## config.mk

```make
export PLATFORM = sky130hd
export DESIGN_NAME = l1a_fifo_writer
export DESIGN_NICKNAME = d
export VERILOG_FILES = /design/src/rtl/l1a_fifo_pkg.sv /design/src/rtl/l1a_pend_queue.sv /design/src/rtl/l1a_fifo_writer.sv
export SDC_FILE = /design/constraint.sdc
export NUM_CORES = 1
export LEC_CHECK = 0
export BUFFER_PORTS_ARGS = -buffer_cell sky130_fd_sc_hd__buf_4
export CAP_MARGIN = 20
export CORE_MARGIN = 5
export CORE_UTILIZATION = 51
export DETAILED_ROUTE_END_ITERATION = 8
export PLACE_DENSITY = 0.68
export SYNTH_ARGS = -nofsm -noshare
export SYNTH_HDL_FRONTEND = slang
export SYNTH_HIERARCHICAL = 1
export SYNTH_SLANG_ARGS = --single-unit
export TNS_END_PERCENT = 100
```

## constraint.sdc

```tcl
create_clock -name CLK -period 8.7 [get_ports CLK]
set_input_delay 1.305 -clock CLK [delete_from_list [all_inputs] [get_ports CLK]]
set_output_delay 1.305 -clock CLK [all_outputs]
set_load 0.03 [all_outputs]
```

## src/rtl/l1a_fifo_pkg.sv

```systemverilog
// L1A FIFO record format and shared types.
// Used by the writer and by the DMB L1A checker.
package l1a_fifo_pkg;

  localparam int ENT_FLAG_W = 7;

  localparam logic [3:0] MK_B4_HI = 4'hB;
  localparam logic [3:0] MK_B4_LO = 4'h4;
  localparam logic [3:0] MK_L1L   = 4'hD;
  localparam logic [3:0] MK_L1H   = 4'hE;
  localparam logic [3:0] MK_B5    = 4'hC;

  typedef enum logic [2:0] {
    ST_IDLE,
    ST_WR0,
    ST_WR1,
    ST_WR2,
    ST_WR3
  } wr_state_e;

  typedef struct packed {
    logic [23:0]           l1a;
    logic [11:0]           bxn;
    logic [ENT_FLAG_W-1:0] flags;
  } pend_entry_t;

  function automatic logic [15:0] rec_word(
    input wr_state_e   st,
    input pend_entry_t e
  );
    logic [15:0] w;
    w = 16'h0000;
    case (st)
      ST_WR0:  w = {MK_B4_HI, MK_B4_LO, 1'b0, e.flags};
      ST_WR1:  w = {MK_L1L, e.l1a[11:0]};
      ST_WR2:  w = {MK_L1H, e.l1a[23:12]};
      ST_WR3:  w = {MK_B5, e.bxn};
      default: w = 16'h0000;
    endcase
    return w;
  endfunction

endpackage

```

## src/rtl/l1a_pend_queue.sv

```systemverilog
// Pending-event queue between L1A capture and record serialiser.
// A push into a full queue is accepted when a pop happens in the same cycle.
module l1a_pend_queue
  import l1a_fifo_pkg::*;
#(
  parameter int  DEPTH = 4,
  localparam int AW    = $clog2(DEPTH)
) (
  input  logic        CLK,
  input  logic        RST,
  input  logic        push,
  input  logic        pop,
  input  pend_entry_t din,
  output logic        full,
  output logic        empty,
  output logic [AW:0] count,
  output pend_entry_t head
);

  pend_entry_t mem [DEPTH];
  logic [AW:0] wr_ptr;
  logic [AW:0] rd_ptr;
  logic        do_push;
  logic        do_pop;

  assign count   = wr_ptr - rd_ptr;
  assign full    = (count == (AW+1)'(DEPTH));
  assign empty   = (count == '0);
  assign do_pop  = pop & ~empty;
  assign do_push = push & (~full | do_pop);
  assign head    = mem[rd_ptr[AW-1:0]];

  always_ff @(posedge CLK) begin
    if (RST) begin
      wr_ptr <= '0;
      rd_ptr <= '0;
    end else begin
      if (do_push) wr_ptr <= wr_ptr + 1'b1;
      if (do_pop)  rd_ptr <= rd_ptr + 1'b1;
    end
  end

  // Slot under rd_ptr is read before this edge, so a full push+pop is safe.
  always_ff @(posedge CLK) begin
    if (do_push) mem[wr_ptr[AW-1:0]] <= din;
  end

endmodule

```

## src/rtl/l1a_fifo_writer.sv

```systemverilog
// L1A FIFO writer: numbers each L1A, queues it, and
// serialises every queued event as a 4-word record.
module l1a_fifo_writer
  import l1a_fifo_pkg::*;
#(
  parameter int  DATA_W     = 16,
  parameter int  FLAG_W     = 7,
  parameter int  PEND_DEPTH = 4,
  localparam int CW         = $clog2(PEND_DEPTH) + 1
) (
  input  logic              CLK,
  input  logic              RST,
  input  logic              L1A,
  input  logic              L1A_CNT_RST,
  input  logic [11:0]       BXN,
  input  logic [FLAG_W-1:0] ACT_FLAGS,
  input  logic              FIFO_FULL,
  output logic              FIFO_WE,
  output logic [DATA_W-1:0] FIFO_DIN,
  output logic [23:0]       L1A_NUM,
  output logic [CW-1:0]     PEND_CNT,
  output logic              BUSY,
  output logic              OVERFLOW,
  input  logic              CLR_OVF
);

  wr_state_e   state;
  wr_state_e   state_nx;
  pend_entry_t rec;
  pend_entry_t head;
  pend_entry_t entry;
  logic        q_full;
  logic        q_empty;
  logic        load;
  logic        drop;
  logic [23:0] l1a_num_q;
  logic [23:0] cnt_nx;

  assign cnt_nx = L1A_CNT_RST ? 24'd1 : l1a_num_q + 24'd1;
  assign entry  = '{
    l1a:   cnt_nx,
    bxn:   BXN,
    flags: ENT_FLAG_W'(ACT_FLAGS)
  };
  assign drop   = L1A & q_full & ~load;

  l1a_pend_queue #(
    .DEPTH (PEND_DEPTH)
  ) u_queue (
    .CLK   (CLK),
    .RST   (RST),
    .push  (L1A),
    .pop   (load),
    .din   (entry),
    .full  (q_full),
    .empty (q_empty),
    .count (PEND_CNT),
    .head  (head)
  );

  always_ff @(posedge CLK) begin
    if (RST) begin
      state <= ST_IDLE;
    end else begin
      state <= state_nx;
    end
  end

  always_comb begin
    state_nx = state;
    load     = 1'b0;
    unique case (state)
      ST_IDLE: begin
        if (!q_empty) begin
          state_nx = ST_WR0;
          load     = 1'b1;
        end
      end
      ST_WR0: if (!FIFO_FULL) state_nx = ST_WR1;
      ST_WR1: if (!FIFO_FULL) state_nx = ST_WR2;
      ST_WR2: if (!FIFO_FULL) state_nx = ST_WR3;
      ST_WR3: begin
        if (!FIFO_FULL) begin
          if (!q_empty) begin
            state_nx = ST_WR0;
            load     = 1'b1;
          end else begin
            state_nx = ST_IDLE;
          end
        end
      end
      default: state_nx = ST_IDLE;
    endcase
  end

  always_comb begin
    FIFO_WE  = (state != ST_IDLE) & ~FIFO_FULL;
    FIFO_DIN = rec_word(state, rec);
    BUSY     = (state != ST_IDLE) | ~q_empty;
  end

  // Record stays frozen for all four words, stalls included.
  always_ff @(posedge CLK) begin
    if (RST) begin
      rec <= '0;
    end else if (load) begin
      rec <= head;
    end
  end

  always_ff @(posedge CLK) begin
    if (RST) begin
      l1a_num_q <= '0;
    end else if (L1A) begin
      l1a_num_q <= cnt_nx;
    end else if (L1A_CNT_RST) begin
      l1a_num_q <= '0;
    end
  end

  always_ff @(posedge CLK) begin
    if (RST) begin
      OVERFLOW <= 1'b0;
    end else if (drop) begin
      OVERFLOW <= 1'b1;
    end else if (CLR_OVF) begin
      OVERFLOW <= 1'b0;
    end
  end

  assign L1A_NUM = l1a_num_q;

endmodule

```

==> results.yml <==
setup_path:
  regToRegSetupSlack_ps: 4670
  max_stage_delay_ps: 420
  critPathMaxFanout: 45
  cp-start-kind: "flip-flop"
  cpMaxStageDelayCell: "fa_1"
  required_ps: 8890
  path_cells: "inv_1, ha_1, fa_1, xnor3_1, inv_1, nor2_1, a21oi_1, nand2_1, buf_4, clkinv_1, o31a_1, and2_2, buf_4"
  setup.worst_path.end_class: "flip-flop"
  crit_family: "buffers and inverters"
  crit_buf_inv: 5
  crit_type: "flip-flop to flip-flop"
  worst_ep_arrival_time_ps: 4230
power:
  cellLeakagePower_nw: 4.07
  p_per_area_nw_per_um2: 293
  ir_worst_vdd_mv: 0.143
detailed_routing:
  dr.first_iter.drc_count: 444
  ant_nets: 0
  vias: 6386
  drt-total-wl_um: 21700
  drt-vias-per-instance: 5.70
  drc: 0
  wl_per_cell_um: 19.3
  drt-pass1-iter-count: 4
finish:
  final_cell_mix: "edfxtp_1 (172), nand2_1 (118), buf_4 (78)"
  area_growth_pct: 15.8
  drive_gt1_share_pct: 22.8
  final_nets: 865
  n_antenna_cell: 0
  final.fill_count: 1588
  final_common_cell: "edfxtp_1"
timing:
  setup_viol: 0
  fin_crit_ps: 4030
  maxSlewHeadroom_pct: 39.5
  period_share_pct: 46.4
  totalNegativeSetupSlack_ps: 0
  fin_skew_ps: 11.5
  max_freq_ghz: 0.248
  drv_slew: 0
  finalHoldViolCount: 0
  hold_ws_ps: 452
  worst_slew_pin_slew_ps: 906
  rsz0062_at_grt: "false"
synthesis:
  synth_cells: 776
  synthFlopType: "edfxtp_1"
  synth_warnings: 6
  synth-edff-count: 172
  synthesis.nets: 809
  synth-seq-area-share_pct: 64.9
  synth.cell_area_um2: 10400
  postSynthAreaPerCell_um2: 13.4
  synth_cell_type_count: 54
  synth.ff_latch_count: 251
  synthArstFlopShare_pct: 0
clocking:
  cts-buffers-inserted: 26
  post_cts_buffers: 0
  root_buffer: "clkbuf_16"
  clockBufferDepth: 3
  ctsHoldBuffers: 0
  cts.clk_slew.worst_paths_ps: 60
  htreeDepth: 1
  clock_latency_ps: 530
  clkSinkCount: 251
  cts.repair.resized: 0
  cts_tree: "built"
floorplan:
  die_h_um: 153
  ios: 71
  dieWidth_um: 153
  start_util_pct: 51.5
  die_area_um2: 23300
  core_area_um2: 20200
  row_count: 52
global_route:
  grt_overflow: 0
  grt_pass1_wl_um: 35200
  antenna_found_initial: 0
  grt_usage_pct: 18.6
  grt_max_degree: 63
  grt_pass1_vias: 6453
placed_design:
  gp_congestion: 0.837
  port_buffers: 70
  hpwlAfterDp_um: 13500
hold_path:
  hold_class: "flip-flop to flip-flop"
job:
  maxCapViolations: 0
status:
  outcome: "finished clean"
[final timing paths]
path | start | endpoint | cells past startpoint
min | rec[32] | rec[32] | 2
max | u_queue/wr_ptr[0] | u_queue/mem[2][1] | 13
min reg2reg | rec[32] | rec[32] | 2
max reg2reg | u_queue/wr_ptr[0] | u_queue/mem[2][1] | 13
[cell type report]
| class | count | area [um2] | area share (%) |
|---|---|---|---|
| inverters | 10 | 37.5 | 0.312 |
| flip-flops and latches | 251 | 6750 | 56.1 |
| clock inverters | 14 | 176 | 1.47 |
| repair buffers | 80 | 611 | 5.07 |
| clock buffers | 33 | 728 | 6.05 |
| multi-input cells | 463 | 3400 | 28.2 |
| well taps | 270 | 338 | 2.81 |
[per-stage QoR]
stage	total power [W]	util, %	setup slack, ps	cells	instance area (um2)
floorplan	0.00214	-	3440	776	10400
global placement	0.00237	55.1	4850	1072	11100
detailed placement	0.00240	55.2	4740	1073	11100
CTS	0.00356	59.6	4630	1120	12000
global route	0.00370	59.7	4350	1121	12000
finish	0.00353	59.7	4670	1121	12000
[synth_stat cells, drive strengths merged (2+ instances only)]
library cell	instances	share of area, %
mux2i	8	0.77
mux2	11	1.2
or2	2	0.12
mux4	43	9.3
or4	6	0.43
nor3	9	0.43
o31ai	4	0.29
and2	4	0.24
a31o	2	0.17
a32oi	2	0.17
or3	17	1.0
xor2	10	0.84
nand4	15	1.2
a22oi	7	0.51
ha	7	0.84
clkbuf	35	1.3
o21ai	25	1.2
a31oi	3	0.18
and4	2	0.17
buf	17	0.89
xnor2	16	1.3
nor2b	6	0.36
a21oi	67	3.2
dfxtp	79	15
nand2b	9	0.54
nor4	6	0.36
nand3	9	0.60
nand2	118	4.3
edfxtp	172	50
inv	9	0.33
nor2	44	1.6
[registers in the layout, summed over array words and instances (netlist names), named ones only]
signal          flops
u_queue/mem       172
rec                43
L1A_NUM            24
state               3
u_queue/rd_ptr      3
u_queue/wr_ptr      3
OVERFLOW            1
[routing by layer]
metal | track usage, % | routed length, um | up-vias
met3 | 3.12 | 1130 | 35
li1 | - | - | 3001
met5 | 0 | 0 | -
met1 | 25.7 | 9320 | 3165
met4 | 4.37 | 443 | 0
met2 | 31.2 | 10800 | 185
[worst reg2reg max path: stages (launching register included)]
cell and delay [ps]:
dfxtp_1 390, inv_1 120, ha_1 230, fa_1 420
xnor3_1 320, inv_1 130, nor2_1 290, a21oi_1 70
nand2_1 90, buf_4 390, clkinv_1 250, o31a_1 420
and2_2 230, buf_4 320
[power breakdown]
group | switching [W] | leakage (nW) | internal, W
registers | 0.0000967 | 2.25 | 0.00146
clock network | 0.000446 | 0.440 | 0.000709
logic | 0.000502 | 1.38 | 0.000317
total | 0.00104 | 4.07 | 0.00248
[kinds of logic (layout without fill, tap and decap cells)]
logic type               after synthesis  after routing  synth area share, %
flip-flops                           251            251                 64.9
AND/OR/NAND/NOR                      250            250                 11.5
AO/OA/AOI/OAI                        116            116                 6.23
multiplexers                          62             62                 11.3
buffers and inverters                 62            137                 2.54
XOR/XNOR                              27             27                 2.41
adder cells (fa/ha/maj)                8              8                 1.04
(Power assumes the default switching activity.)
